<file path="src/rtl/vm_pkg.sv">
// rtl/vm_pkg.sv - shared coin codes, state encoding and credit limits for the coin front-end
package vm_pkg;

    localparam logic [1:0] COIN_NONE = 2'b00;
    localparam logic [1:0] COIN_5    = 2'b01;
    localparam logic [1:0] COIN_10   = 2'b10;

    typedef enum logic [1:0] {
        ST_IDLE    = 2'd0,
        ST_COLLECT = 2'd1,
        ST_RELEASE = 2'd2,
        ST_GAP     = 2'd3
    } state_t;

    localparam int CREDIT_MAX     = 20;
    localparam int RELEASE_THRESH = 15;

    // Rupee value of a coin code; anything that is not a real coin is worth nothing.
    function automatic logic [4:0] coin_value(input logic [1:0] code);
        case (code)
            COIN_5:  return 5'd5;
            COIN_10: return 5'd10;
            default: return 5'd0;
        endcase
    endfunction

endpackage

</file>
<file path="src/rtl/coin_acceptor_if.sv">
// rtl/coin_acceptor_if.sv - sensor, vend and coin-output bundle between the slot hardware and the vending FSM
interface coin_acceptor_if;

    logic       sens_5;
    logic       sens_10;
    logic       vend_req;
    logic [1:0] coin_code;
    logic       coin_reject;
    logic       busy;
    logic [4:0] credit;

    modport master (
        output sens_5, sens_10, vend_req,
        input  coin_code, coin_reject, busy, credit
    );

    modport slave (
        input  sens_5, sens_10, vend_req,
        output coin_code, coin_reject, busy, credit
    );

endinterface

</file>
<file path="src/rtl/coin_acceptor_debounce.sv">
// rtl/coin_acceptor_debounce.sv - synchroniser, stability filter and rising-edge pulse for one slot sensor
module coin_debounce #(
    parameter int DEBOUNCE_CYC = 4
) (
    input  logic clk,
    input  logic rst_n,
    input  logic sens,
    output logic coin_evt
);

    localparam int CW = $clog2(DEBOUNCE_CYC + 1);
    localparam logic [CW-1:0] CNT_LAST = CW'(DEBOUNCE_CYC - 1);

    logic          sync1;
    logic          sync2;
    logic          filt;
    logic          filt_d;
    logic          armed;
    logic [CW-1:0] chg_cnt;
    logic [CW-1:0] low_cnt;

    // Two-flop synchroniser for the asynchronous sensor level.
    always_ff @(posedge clk or negedge rst_n) begin
        if (!rst_n) begin
            sync1 <= 1'b0;
            sync2 <= 1'b0;
        end else begin
            sync1 <= sens;
            sync2 <= sync1;
        end
    end

    // Filtered level flips once DEBOUNCE_CYC consecutive samples disagree with it.
    always_ff @(posedge clk or negedge rst_n) begin
        if (!rst_n) begin
            filt    <= 1'b0;
            chg_cnt <= '0;
        end else if (sync2 == filt) begin
            chg_cnt <= '0;
        end else if (chg_cnt == CNT_LAST) begin
            filt    <= sync2;
            chg_cnt <= '0;
        end else begin
            chg_cnt <= chg_cnt + 1'b1;
        end
    end

    // Arm only after a confirmed low level, so a sensor held high through reset never counts as a coin.
    always_ff @(posedge clk or negedge rst_n) begin
        if (!rst_n) begin
            armed   <= 1'b0;
            low_cnt <= '0;
        end else if (!armed) begin
            if (sync2) begin
                low_cnt <= '0;
            end else if (low_cnt == CNT_LAST) begin
                armed <= 1'b1;
            end else begin
                low_cnt <= low_cnt + 1'b1;
            end
        end
    end

    // Previous filtered level for rising-edge detection.
    always_ff @(posedge clk or negedge rst_n) begin
        if (!rst_n) begin
            filt_d <= 1'b0;
        end else begin
            filt_d <= filt;
        end
    end

    assign coin_evt = filt & ~filt_d & armed;

endmodule

</file>
<file path="src/rtl/coin_acceptor.sv">
// rtl/coin_acceptor.sv - debounced coin front-end with escrow FIFO and back-to-back release sequencer
module coin_acceptor
    import vm_pkg::*;
#(
    parameter int DEBOUNCE_CYC = 4,
    parameter int FIFO_DEPTH   = 4,
    parameter int TIMEOUT_CYC  = 1000,
    parameter int GAP_CYC      = 2
) (
    input  logic           clk,
    input  logic           rst_n,
    coin_acceptor_if.slave bus
);

    localparam int AW = (FIFO_DEPTH > 1) ? $clog2(FIFO_DEPTH) : 1;
    localparam int TW = (TIMEOUT_CYC > 1) ? $clog2(TIMEOUT_CYC) : 1;
    localparam int GW = $clog2(GAP_CYC + 1);
    localparam logic [TW-1:0] TIMER_LAST = TW'(TIMEOUT_CYC - 1);
    localparam logic [GW-1:0] GAP_LAST   = GW'(GAP_CYC - 1);
    localparam logic [AW:0]   FIFO_FULL  = (AW + 1)'(FIFO_DEPTH);
    localparam logic [4:0]    THRESH     = 5'(RELEASE_THRESH);
    localparam logic [5:0]    CAP        = 6'(CREDIT_MAX);

    logic [1:0]    rst_pipe;
    logic          rst_n_int;
    logic          evt_5;
    logic          evt_10;
    state_t        state;
    state_t        state_nx;
    logic          accept;
    logic          reject;
    logic          pop;
    logic          busy_c;
    logic [1:0]    push_code;
    logic [5:0]    credit_sum;
    logic [1:0]    fifo_mem [FIFO_DEPTH];
    logic [AW-1:0] wr_ptr;
    logic [AW-1:0] rd_ptr;
    logic [AW:0]   count;
    logic          full;
    logic [TW-1:0] timer;
    logic [GW-1:0] gap_cnt;
    logic [4:0]    credit;
    logic [1:0]    coin_code_q;
    logic          coin_reject_q;

    // Reset asserts immediately and releases two clocks after rst_n rises.
    always_ff @(posedge clk or negedge rst_n) begin
        if (!rst_n) begin
            rst_pipe <= 2'b00;
        end else begin
            rst_pipe <= {rst_pipe[0], 1'b1};
        end
    end

    assign rst_n_int = rst_pipe[1];

    coin_debounce #(.DEBOUNCE_CYC(DEBOUNCE_CYC)) u_deb_5 (
        .clk      (clk),
        .rst_n    (rst_n_int),
        .sens     (bus.sens_5),
        .coin_evt (evt_5)
    );

    coin_debounce #(.DEBOUNCE_CYC(DEBOUNCE_CYC)) u_deb_10 (
        .clk      (clk),
        .rst_n    (rst_n_int),
        .sens     (bus.sens_10),
        .coin_evt (evt_10)
    );

    assign full       = (count == FIFO_FULL);
    assign push_code  = evt_10 ? COIN_10 : COIN_5;
    assign credit_sum = {1'b0, credit} + {1'b0, coin_value(push_code)};

    // State register.
    always_ff @(posedge clk or negedge rst_n_int) begin
        if (!rst_n_int) begin
            state <= ST_IDLE;
        end else begin
            state <= state_nx;
        end
    end

    // Next-state logic; a coin accepted alongside vend_req is already in the FIFO when RELEASE starts.
    always_comb begin
        state_nx = state;
        case (state)
            ST_IDLE:    if (accept) state_nx = ST_COLLECT;
            ST_COLLECT: if (credit >= THRESH || bus.vend_req || timer == TIMER_LAST) state_nx = ST_RELEASE;
            ST_RELEASE: if (count <= (AW + 1)'(1)) state_nx = ST_GAP;
            ST_GAP:     if (gap_cnt == GAP_LAST) state_nx = ST_IDLE;
            default:    state_nx = ST_IDLE;
        endcase
    end

    // Per-state controls: accept/reject of coin events, FIFO pop and busy.
    always_comb begin
        accept = 1'b0;
        pop    = 1'b0;
        busy_c = 1'b0;
        case (state)
            ST_IDLE, ST_COLLECT: accept = (evt_5 ^ evt_10) && !full && (credit < THRESH);
            ST_RELEASE: begin
                pop    = (count != '0);
                busy_c = 1'b1;
            end
            ST_GAP:     busy_c = 1'b1;
            default:    ;
        endcase
        reject = (evt_5 | evt_10) & ~accept;
    end

    // Escrow storage; contents are don't-care until the pointers say otherwise.
    always_ff @(posedge clk) begin
        if (accept) begin
            fifo_mem[wr_ptr] <= push_code;
        end
    end

    // Escrow pointers and occupancy; push and pop never coincide since they belong to different states.
    always_ff @(posedge clk or negedge rst_n_int) begin
        if (!rst_n_int) begin
            wr_ptr <= '0;
            rd_ptr <= '0;
            count  <= '0;
        end else if (accept) begin
            wr_ptr <= wr_ptr + 1'b1;
            count  <= count + 1'b1;
        end else if (pop) begin
            rd_ptr <= rd_ptr + 1'b1;
            count  <= count - 1'b1;
        end
    end

    // Collect timer restarts on every accepted coin and only runs while staying in COLLECT.
    always_ff @(posedge clk or negedge rst_n_int) begin
        if (!rst_n_int) begin
            timer <= '0;
        end else if (state_nx != ST_COLLECT || accept) begin
            timer <= '0;
        end else begin
            timer <= timer + 1'b1;
        end
    end

    // Counts the forced idle cycles after a release burst.
    always_ff @(posedge clk or negedge rst_n_int) begin
        if (!rst_n_int) begin
            gap_cnt <= '0;
        end else if (state == ST_GAP) begin
            gap_cnt <= gap_cnt + 1'b1;
        end else begin
            gap_cnt <= '0;
        end
    end

    // Running escrow value; cleared as the burst hands over to GAP.
    always_ff @(posedge clk or negedge rst_n_int) begin
        if (!rst_n_int) begin
            credit <= '0;
        end else if (state == ST_RELEASE && state_nx == ST_GAP) begin
            credit <= '0;
        end else if (accept) begin
            credit <= (credit_sum > CAP) ? CAP[4:0] : credit_sum[4:0];
        end
    end

    // Registered coin output and reject pulse.
    always_ff @(posedge clk or negedge rst_n_int) begin
        if (!rst_n_int) begin
            coin_code_q   <= COIN_NONE;
            coin_reject_q <= 1'b0;
        end else begin
            coin_code_q   <= pop ? fifo_mem[rd_ptr] : COIN_NONE;
            coin_reject_q <= reject;
        end
    end

    assign bus.coin_code   = coin_code_q;
    assign bus.coin_reject = coin_reject_q;
    assign bus.busy        = busy_c;
    assign bus.credit      = credit;

endmodule
</file>
<file path="src/flat_wrapper.sv">
// flat-port wrapper written by rule: the top's interface ports become plain ports
module coin_acceptor_flat import vm_pkg::*;
#(
    parameter int DEBOUNCE_CYC = 4,
    parameter int FIFO_DEPTH   = 4,
    parameter int TIMEOUT_CYC  = 1000,
    parameter int GAP_CYC      = 2
)
  (clk, rst_n, bus_sens_5, bus_sens_10, bus_vend_req, bus_coin_code, bus_coin_reject, bus_busy, bus_credit);
  coin_acceptor_if bus_i ();
  input  logic clk;
  input  logic rst_n;
  input wire logic [$bits(bus_i.sens_5)-1:0] bus_sens_5;
  input wire logic [$bits(bus_i.sens_10)-1:0] bus_sens_10;
  input wire logic [$bits(bus_i.vend_req)-1:0] bus_vend_req;
  output wire logic [$bits(bus_i.coin_code)-1:0] bus_coin_code;
  output wire logic [$bits(bus_i.coin_reject)-1:0] bus_coin_reject;
  output wire logic [$bits(bus_i.busy)-1:0] bus_busy;
  output wire logic [$bits(bus_i.credit)-1:0] bus_credit;
  assign bus_i.sens_5 = bus_sens_5;
  assign bus_i.sens_10 = bus_sens_10;
  assign bus_i.vend_req = bus_vend_req;
  assign bus_coin_code = bus_i.coin_code;
  assign bus_coin_reject = bus_i.coin_reject;
  assign bus_busy = bus_i.busy;
  assign bus_credit = bus_i.credit;
  coin_acceptor #(.DEBOUNCE_CYC(DEBOUNCE_CYC), .FIFO_DEPTH(FIFO_DEPTH), .TIMEOUT_CYC(TIMEOUT_CYC), .GAP_CYC(GAP_CYC)) u_core (.clk(clk), .rst_n(rst_n), .bus(bus_i));
endmodule
</file>
<file path="config.mk">
export PLATFORM = sky130hd
export DESIGN_NAME = coin_acceptor_flat
export DESIGN_NICKNAME = d
export VERILOG_FILES = /design/src/rtl/vm_pkg.sv /design/src/rtl/coin_acceptor_if.sv /design/src/rtl/coin_acceptor_debounce.sv /design/src/rtl/coin_acceptor.sv /design/src/flat_wrapper.sv
export SDC_FILE = /design/constraint.sdc
export NUM_CORES = 1
export LEC_CHECK = 0
export ABC_AREA = 0
export CAP_MARGIN = 20
export CORE_MARGIN = 1.5
export CORE_UTILIZATION = 53
export DETAILED_ROUTE_END_ITERATION = 10
export GPL_ROUTABILITY_DRIVEN = 0
export PLACE_DENSITY = 0.79
export SYNTH_ARGS = -nofsm -noshare
export SYNTH_HDL_FRONTEND = slang
export SYNTH_SLANG_ARGS = --single-unit
</file>
<file path="constraint.sdc">
create_clock -name clk -period 1.59 [get_ports clk]
set_clock_uncertainty 0.15 [all_clocks]
set_input_delay 0.159 -clock clk [delete_from_list [all_inputs] [get_ports clk]]
set_output_delay 0.159 -clock clk [all_outputs]
set_load 0.01 [all_outputs]
</file>
==> Word level (Yosys, flattened, before mapping) <==
Memories as Yosys holds them, arrays and structs flattened.
Index checks and enable logic that the tools add are counted.
{ "totals": {"regBits": 53, "mem_bits_rw": 8, "inputBits": 5, "out_inout_bits": 9, "word_cells": 124, "mem_count": 1} }
{ "op_classes": {"addsub": 11, "order_cmp": 4, "n_eq_ne": 18, "mux": 34, "bitwise": 14, "reduce_logical": 18} }
{ "memory_table": {"columns": ["memory", "words", "word_bits", "read_ports", "rd_clocked_by_memory_dff", "write_ports", "line_no", "source"], "rows": [
  ["u_core.fifo_mem", 4, 2, 1, 0, 1, "coin_acceptor.sv:36", "logic [1:0] fifo_mem [FIFO_DEPTH];"]
]} }
{ "op_table": {"columns": ["op", "n"], "rows": [
  ["2-to-1 mux 3 bit", 10],
  ["adder 3 x 1 -> 3 bit, second input constant", 5],
  ["2-to-1 mux 5 bit", 3],
  ["2-to-1 mux 2 bit", 7],
  ["equality test 3 x 2 -> 1 bit, second input constant", 4],
  ["2-to-1 mux 1 bit", 11],
  ["adder 10 x 1 -> 10 bit, second input constant", 1],
  ["equality test 10 bit, second input constant", 1],
  ["2-to-1 mux 10 bit", 1],
  ["AND reduction 2 bit", 5],
  ["equality test 2 bit, second input constant", 4],
  ["one-hot mux 2 bit (4 select lines)", 1],
  ["one-hot mux 4 bit (2 select lines)", 1],
  ["NOT 1 bit", 7],
  ["adder 2 x 1 -> 2 bit, second input constant", 3],
  ["adder 5 x 4 -> 6 bit", 1],
  ["equality test 2 x 1 -> 1 bit, second input constant", 3],
  ["greater-than comparator 6 x 5 -> 1 bit, second input constant", 1],
  ["bitwise AND 1 bit", 5],
  ["greater-or-equal comparator 5 x 4 -> 1 bit, second input constant", 1],
  ["less-than comparator 5 x 4 -> 1 bit, second input constant", 1],
  ["inequality test 2 bit, second input constant", 2],
  ["nonzero test 2 bit", 2],
  ["OR reduction 2 bit", 2],
  ["12 further kinds", 17]
]} }

==> Depth between registers and ports, before layout <==
{ "logic_depth": {"ltp_word": 12, "depth_mapped": 9, "depth_no_buf": 9} }

==> Cells and area by module <==
From an unflattened synthesis, not the netlist that was laid out.
{ "unflattened": {"cells_unflattened": 244, "hier_area_um2": 2937.8} }
{ "modules_own_cells": {"columns": ["module", "n_inst", "cells_each", "area_per_inst_um2", "seq_area_each_um2"], "rows": [
  ["coin_acceptor", 1, 176, 2031.9, 1016.0],
  ["coin_debounce", 2, 34, 452.9, 275.3]
]} }

==> Worst setup path before layout <==
OpenSTA, ideal clock, no wires.
{ "synth_path": {"path_kind": "register to register", "from": "register u_core.u_deb_10.filt", "to": "register u_core.credit[0], in the netlist u_core.bus.credit[0]", "setup_time_ps": 120, "t_arrival_ps": 2400, "required_ps": 1320, "slack_ps": -1080, "stages_incl_launch_ff": 10, "path_buffers": 0, "period_less_slack_ps": 2670, "cell_sequence": "dfrtp_1 nand2_1 or2_2 ha_1 fa_1 xnor2_1 a22oi_1 nor2_1 a221o_1 a31o_1"} }
{ "synth_via": {"elab_cells_between_ends": 20, "cone_classes": "add/sub: 1; order compare: 1; eq/ne: 3; mux: 8; bitwise: 3; reduce/logical: 4"} }
{ "synth_lines": {"columns": ["item", "line_no", "source"], "rows": [
  ["start, declared", "coin_acceptor_debounce.sv:16", "logic filt;"],
  ["start signal, assigned", "coin_acceptor_debounce.sv:41", "filt <= sync2;"],
  ["bitwise AND 1 bit (*) (2 in a row)", "coin_acceptor_debounce.sv:73", "assign coin_evt = filt & ~filt_d & armed;"],
  ["2-to-1 mux 2 bit (*)", "coin_acceptor.sv:73", "assign push_code = evt_10 ? COIN_10 : COIN_5;"],
  ["net u_core.push_code[0]", "coin_acceptor.sv:34", "logic [1:0] push_code;"],
  ["equality test 2 bit / equality test 2 x 1 -> 1 bit (equally long branches)", "vm_pkg.sv:20", "case (code)"],
  ["one-hot mux 4 bit (2 select lines) (*)", "vm_pkg.sv:20", null],
  ["adder 5 x 4 -> 6 bit (*)", "coin_acceptor.sv:74", "assign credit_sum = {1'b0, credit} + {1'b0, coin_value(push_code)};"],
  ["greater-than comparator 6 x 5 -> 1 bit", "coin_acceptor.sv:165", "credit <= (credit_sum > CAP) ? CAP[4:0] : credit_sum[4:0];"],
  ["2-to-1 mux 5 bit (*)", "coin_acceptor.sv:165", null],
  ["2-to-1 mux 5 bit (*)", "coin_acceptor.sv:164", "end else if (accept) begin"],
  ["2-to-1 mux 5 bit (*)", "coin_acceptor.sv:162", "end else if (state == ST_RELEASE && state_nx == ST_GAP) begin"],
  ["end signal, assigned", "coin_acceptor.sv:165", null],
  ["end, declared", "coin_acceptor.sv:43", "logic [4:0] credit;"]
]} }
The timed path passes the listed nets; every way through them passes the cells marked *. The select of a mux whose other input is x is not followed.
A chain may end at the register's enable or synchronous reset.

==> Final worst setup path <==
{ "layout_path": {"from": "register u_core.u_deb_10.filt", "to": "register u_core.credit[3], in the netlist u_core.bus.credit[3]"} }
The elaborated chain is that of the path after synthesis.

==> flow_summary.json <==
{
  "muxShareOfSynthArea_pct": 2.431,
  "numPortBuffers": 13,
  "rows": 26,
  "power_frac_seq_pct": 32.2,
  "cts.sinks": 61,
  "crit_required_ns": 1.66,
  "pin_count": 14,
  "postSynthAreaPerCell_um2": 11.68,
  "maxSlewViolCount": 0,
  "setup_viol": 31,
  "design_area_mm2": 0.003742,
  "start_kind": "register",
  "die_area_mm2": 0.005687,
  "dr.first_iter.drc_count": 76,
  "core_area_mm2": 0.005075,
  "switching_power_w": 0.002410,
  "ys_seq_area_share_pct": 56.37,
  "pre_cts_slack_ns": -0.9397,
  "synth_seq_cells": 61,
  "dp_hpwl_um": 3630,
  "placed_area_mm2": 0.003400,
  "worst_slack_ns": -0.9590,
  "cts_tree": "built",
  "drive_gt1_share_pct": 28.44,
  "leakage_nw": 1.760,
  "synthCells": 238,
  "synthArstFlopShare_pct": 86.89,
  "final_cell_mix": "dfrtp_1 (52), buf_4 (48), nor2_1 (26), ha_1 (19), nand2_1 (17)",
  "cap_violations": 0,
  "n_fill_cell": 336,
  "dieHeight_um": 75.41,
  "period_needed_ns": 2.549,
  "yosysUniqueCellTypes": 42,
  "layout.nets": 343,
  "synth-main-ff-cell": "dfrtp_1",
  "final_common_cell": "dfrtp_1",
  "yosysWarnings": 0,
  "h-tree-depth": 3,
  "grt_pass1_wl_um": 8721,
  "synthAdderAreaFrac_pct": 10.18,
  "cp.arrival_ns": 2.62,
  "endpoint_kind": "register",
  "antenna_found_initial": 0,
  "grt.total_usage_pct": 21.66,
  "syn_nets": 265,
  "wire_per_inst_um": 13.63,
  "pwr-share-clk_pct": 19.5,
  "ant_nets": 0,
  "synth_top_family_by_area": "simple AND/OR/NAND/NOR gates",
  "synth.cell_area_mm2": 0.002779,
  "fp.dieW_um": 75.41,
  "grt_max_degree": 28,
  "syn_to_final_growth_pct": 34.67,
  "cts-root-buf": "clkbuf_8",
  "grt_pass1_vias": 1983,
  "status": "finished with violations",
  "rsz0062_at_grt": "yes",
  "crit_type": "reg2reg",
  "clkTransAtPathRegs_ns": 0.06,
  "vias": 1989,
  "drc": 0,
  "hold_violations": 0,
  "yosys.area_share.simple_pct": 14.32,
  "max_freq_mhz": 392.3,
  "peakVddDrop_mv": 1.025,
  "drt-total-wl_um": 5315,
  "comb_power_share_pct": 48.2,
  "hold_path.class": "reg2async",
  "firstDrtPassIters": 4,
  "synth_edf_count": 8,
  "synth_xor_area_share_pct": 5.358,
  "worst_skew_pair.late_latency_ns": 0.33,
  "fin_tns_setup_ns": -22.72,
  "antenna_cells": 0,
  "start_util_pct": 54.76,
  "power.internal_w": 0.004749,
  "cp_max_fo": 4,
  "clock_path_buffers": 2,
  "violations": "negative setup slack",
  "p_per_area_mw_per_mm2": 1913,
  "synth_compound_area_share_pct": 8.690,
  "grt_remaining_overflow": 0,
  "cts_inserted_buffers": 9,
  "swShare_pct": 33.66,
  "post-route-period-util_pct": 160.3,
  "vias_per_cell": 5.100
}
[registers in the layout, summed over array words and instances, names as in the netlist, 2 cells and up]
name                     cells
u_core.u_deb_5.chg_cnt       3
u_core.fifo_mem              8
u_core.wr_ptr                2
u_core.bus.credit            5
u_core.u_deb_10.chg_cnt      3
u_core.count                 3
u_core.gap_cnt               2
u_core.bus.coin_code         2
u_core.state                 2
u_core.rst_pipe              2
u_core.rd_ptr                2
u_core.u_deb_5.low_cnt       3
u_core.u_deb_10.low_cnt      3
u_core.timer                10
[final cells by class]
class,count,area [um^2],area share (%)
clock buffer,14,172.7,4.614
clock inverter,1,30.03,0.8024
inverter,13,48.80,1.304
multi-input combinational,159,1230,32.87
sequential,61,1568,41.89
tap,70,87.58,2.340
timing repair buffer,72,605.6,16.18
[cells in the mapped netlist, types with 2 or more instances]
cell type	instances	area [um^2]
a21o_1	5	37.54
a21oi_1	3	15.01
a22oi_1	2	15.01
a31o_1	2	17.52
a31oi_1	4	25.02
and2_1	6	37.54
and3_1	4	25.02
buf_2	2	10.01
clkbuf_1	3	11.26
dfrtp_1	53	1326
edfxtp_1	8	240.2
ha_1	21	262.8
inv_1	13	48.80
mux2_2	2	22.52
mux4_2	2	45.04
nand2_1	17	63.81
nand2b_1	3	18.77
nand3_1	3	15.01
nand4_1	2	12.51
nand4b_1	2	17.52
nor2_1	27	101.4
nor2b_1	5	31.28
nor3_1	5	25.02
nor3b_1	3	22.52
o21a_1	2	15.01
o21ai_0	5	25.02
o22ai_1	2	12.51
o31ai_1	3	22.52
xnor2_1	14	122.6
xor2_1	3	26.28
[through the flow]
| stage | hold WS (ns) | utilization [%] | cells | power, W |
|---|---|---|---|---|
| floorplan | -0.2866 | - | 238 | 0.004117 |
| detailed placement | 0.1188 | 66.99 | 366 | 0.005431 |
| finish | 0.1044 | 73.74 | 390 | 0.007159 |
| global placement | 0.1100 | 66.99 | 366 | 0.005325 |
| global route | 0.1004 | 73.74 | 390 | 0.007680 |
| CTS | 0.09684 | 72.90 | 387 | 0.007027 |
[power by group through the flow]
| stage | Clock, W | Sequential [W] | Combinational (W) |
|---|---|---|---|
| 2_1_floorplan | 0 | 0.00238 | 0.00174 |
| 3_3_place_gp | 0 | 0.00232 | 0.00301 |
| 3_5_place_dp | 0 | 0.00233 | 0.00310 |
| 4_1_cts | 0.00142 | 0.00231 | 0.00330 |
| 5_1_grt | 0.00149 | 0.00236 | 0.00383 |
| 6_report | 0.00140 | 0.00231 | 0.00345 |
[worst paths after layout]
check                                      from                     to  slack [ns]  cells after the start
max in group asynchronous                 rst_n     u_core.rst_pipe[1]        0.79                      2
max                        u_core.u_deb_10.filt   u_core.bus.credit[3]       -0.96                      9
min in group clk                    bus_sens_10  u_core.u_deb_10.sync1        0.11                      1
min reg2reg                  u_core.rst_pipe[1]        u_core.timer[7]        0.10                      1
max reg2reg                u_core.u_deb_10.filt   u_core.bus.credit[3]       -0.96                      9
min                          u_core.rst_pipe[1]        u_core.timer[7]        0.10                      1
[layer usage]
layer	part of all wire [%]	routed length (um)	vias to the layer above	track usage (%)
met5	0	0	-	0
met4	3.8	201	0	14.09
met3	2.7	145	20	4.762
met2	50	2648	34	35.38
met1	44	2320	954	25.98
li1	-	-	981	-
[worst max-delay path, stage by stage, from the launching register on]
cell	delay, ns
dfrtp_1	0.34
nand2_1	0.05
or2_4	0.27
ha_4	0.17
fa_2	0.40
xnor2_2	0.19
a22oi_2	0.19
nor2_1	0.07
a221o_1	0.38
a32o_1	0.22
[kinds of logic after synthesis]
logic type      Yosys count
other cells               1
compound gates           34
fa+ha+maj                22
simple gates             81
buf+inv                  18
xor+xnor                 17
mux                       4
flops                    61
[timing repair]
item	in CTS	in global routing
endpoints found under the setup margin	37	32
setup buffers	5	3
endpoints found under the hold margin	2	0
pin swaps	3	4
hold buffers	1	0
resized for setup	17	6
No activity file was read; power rests on OpenSTA's default activity.
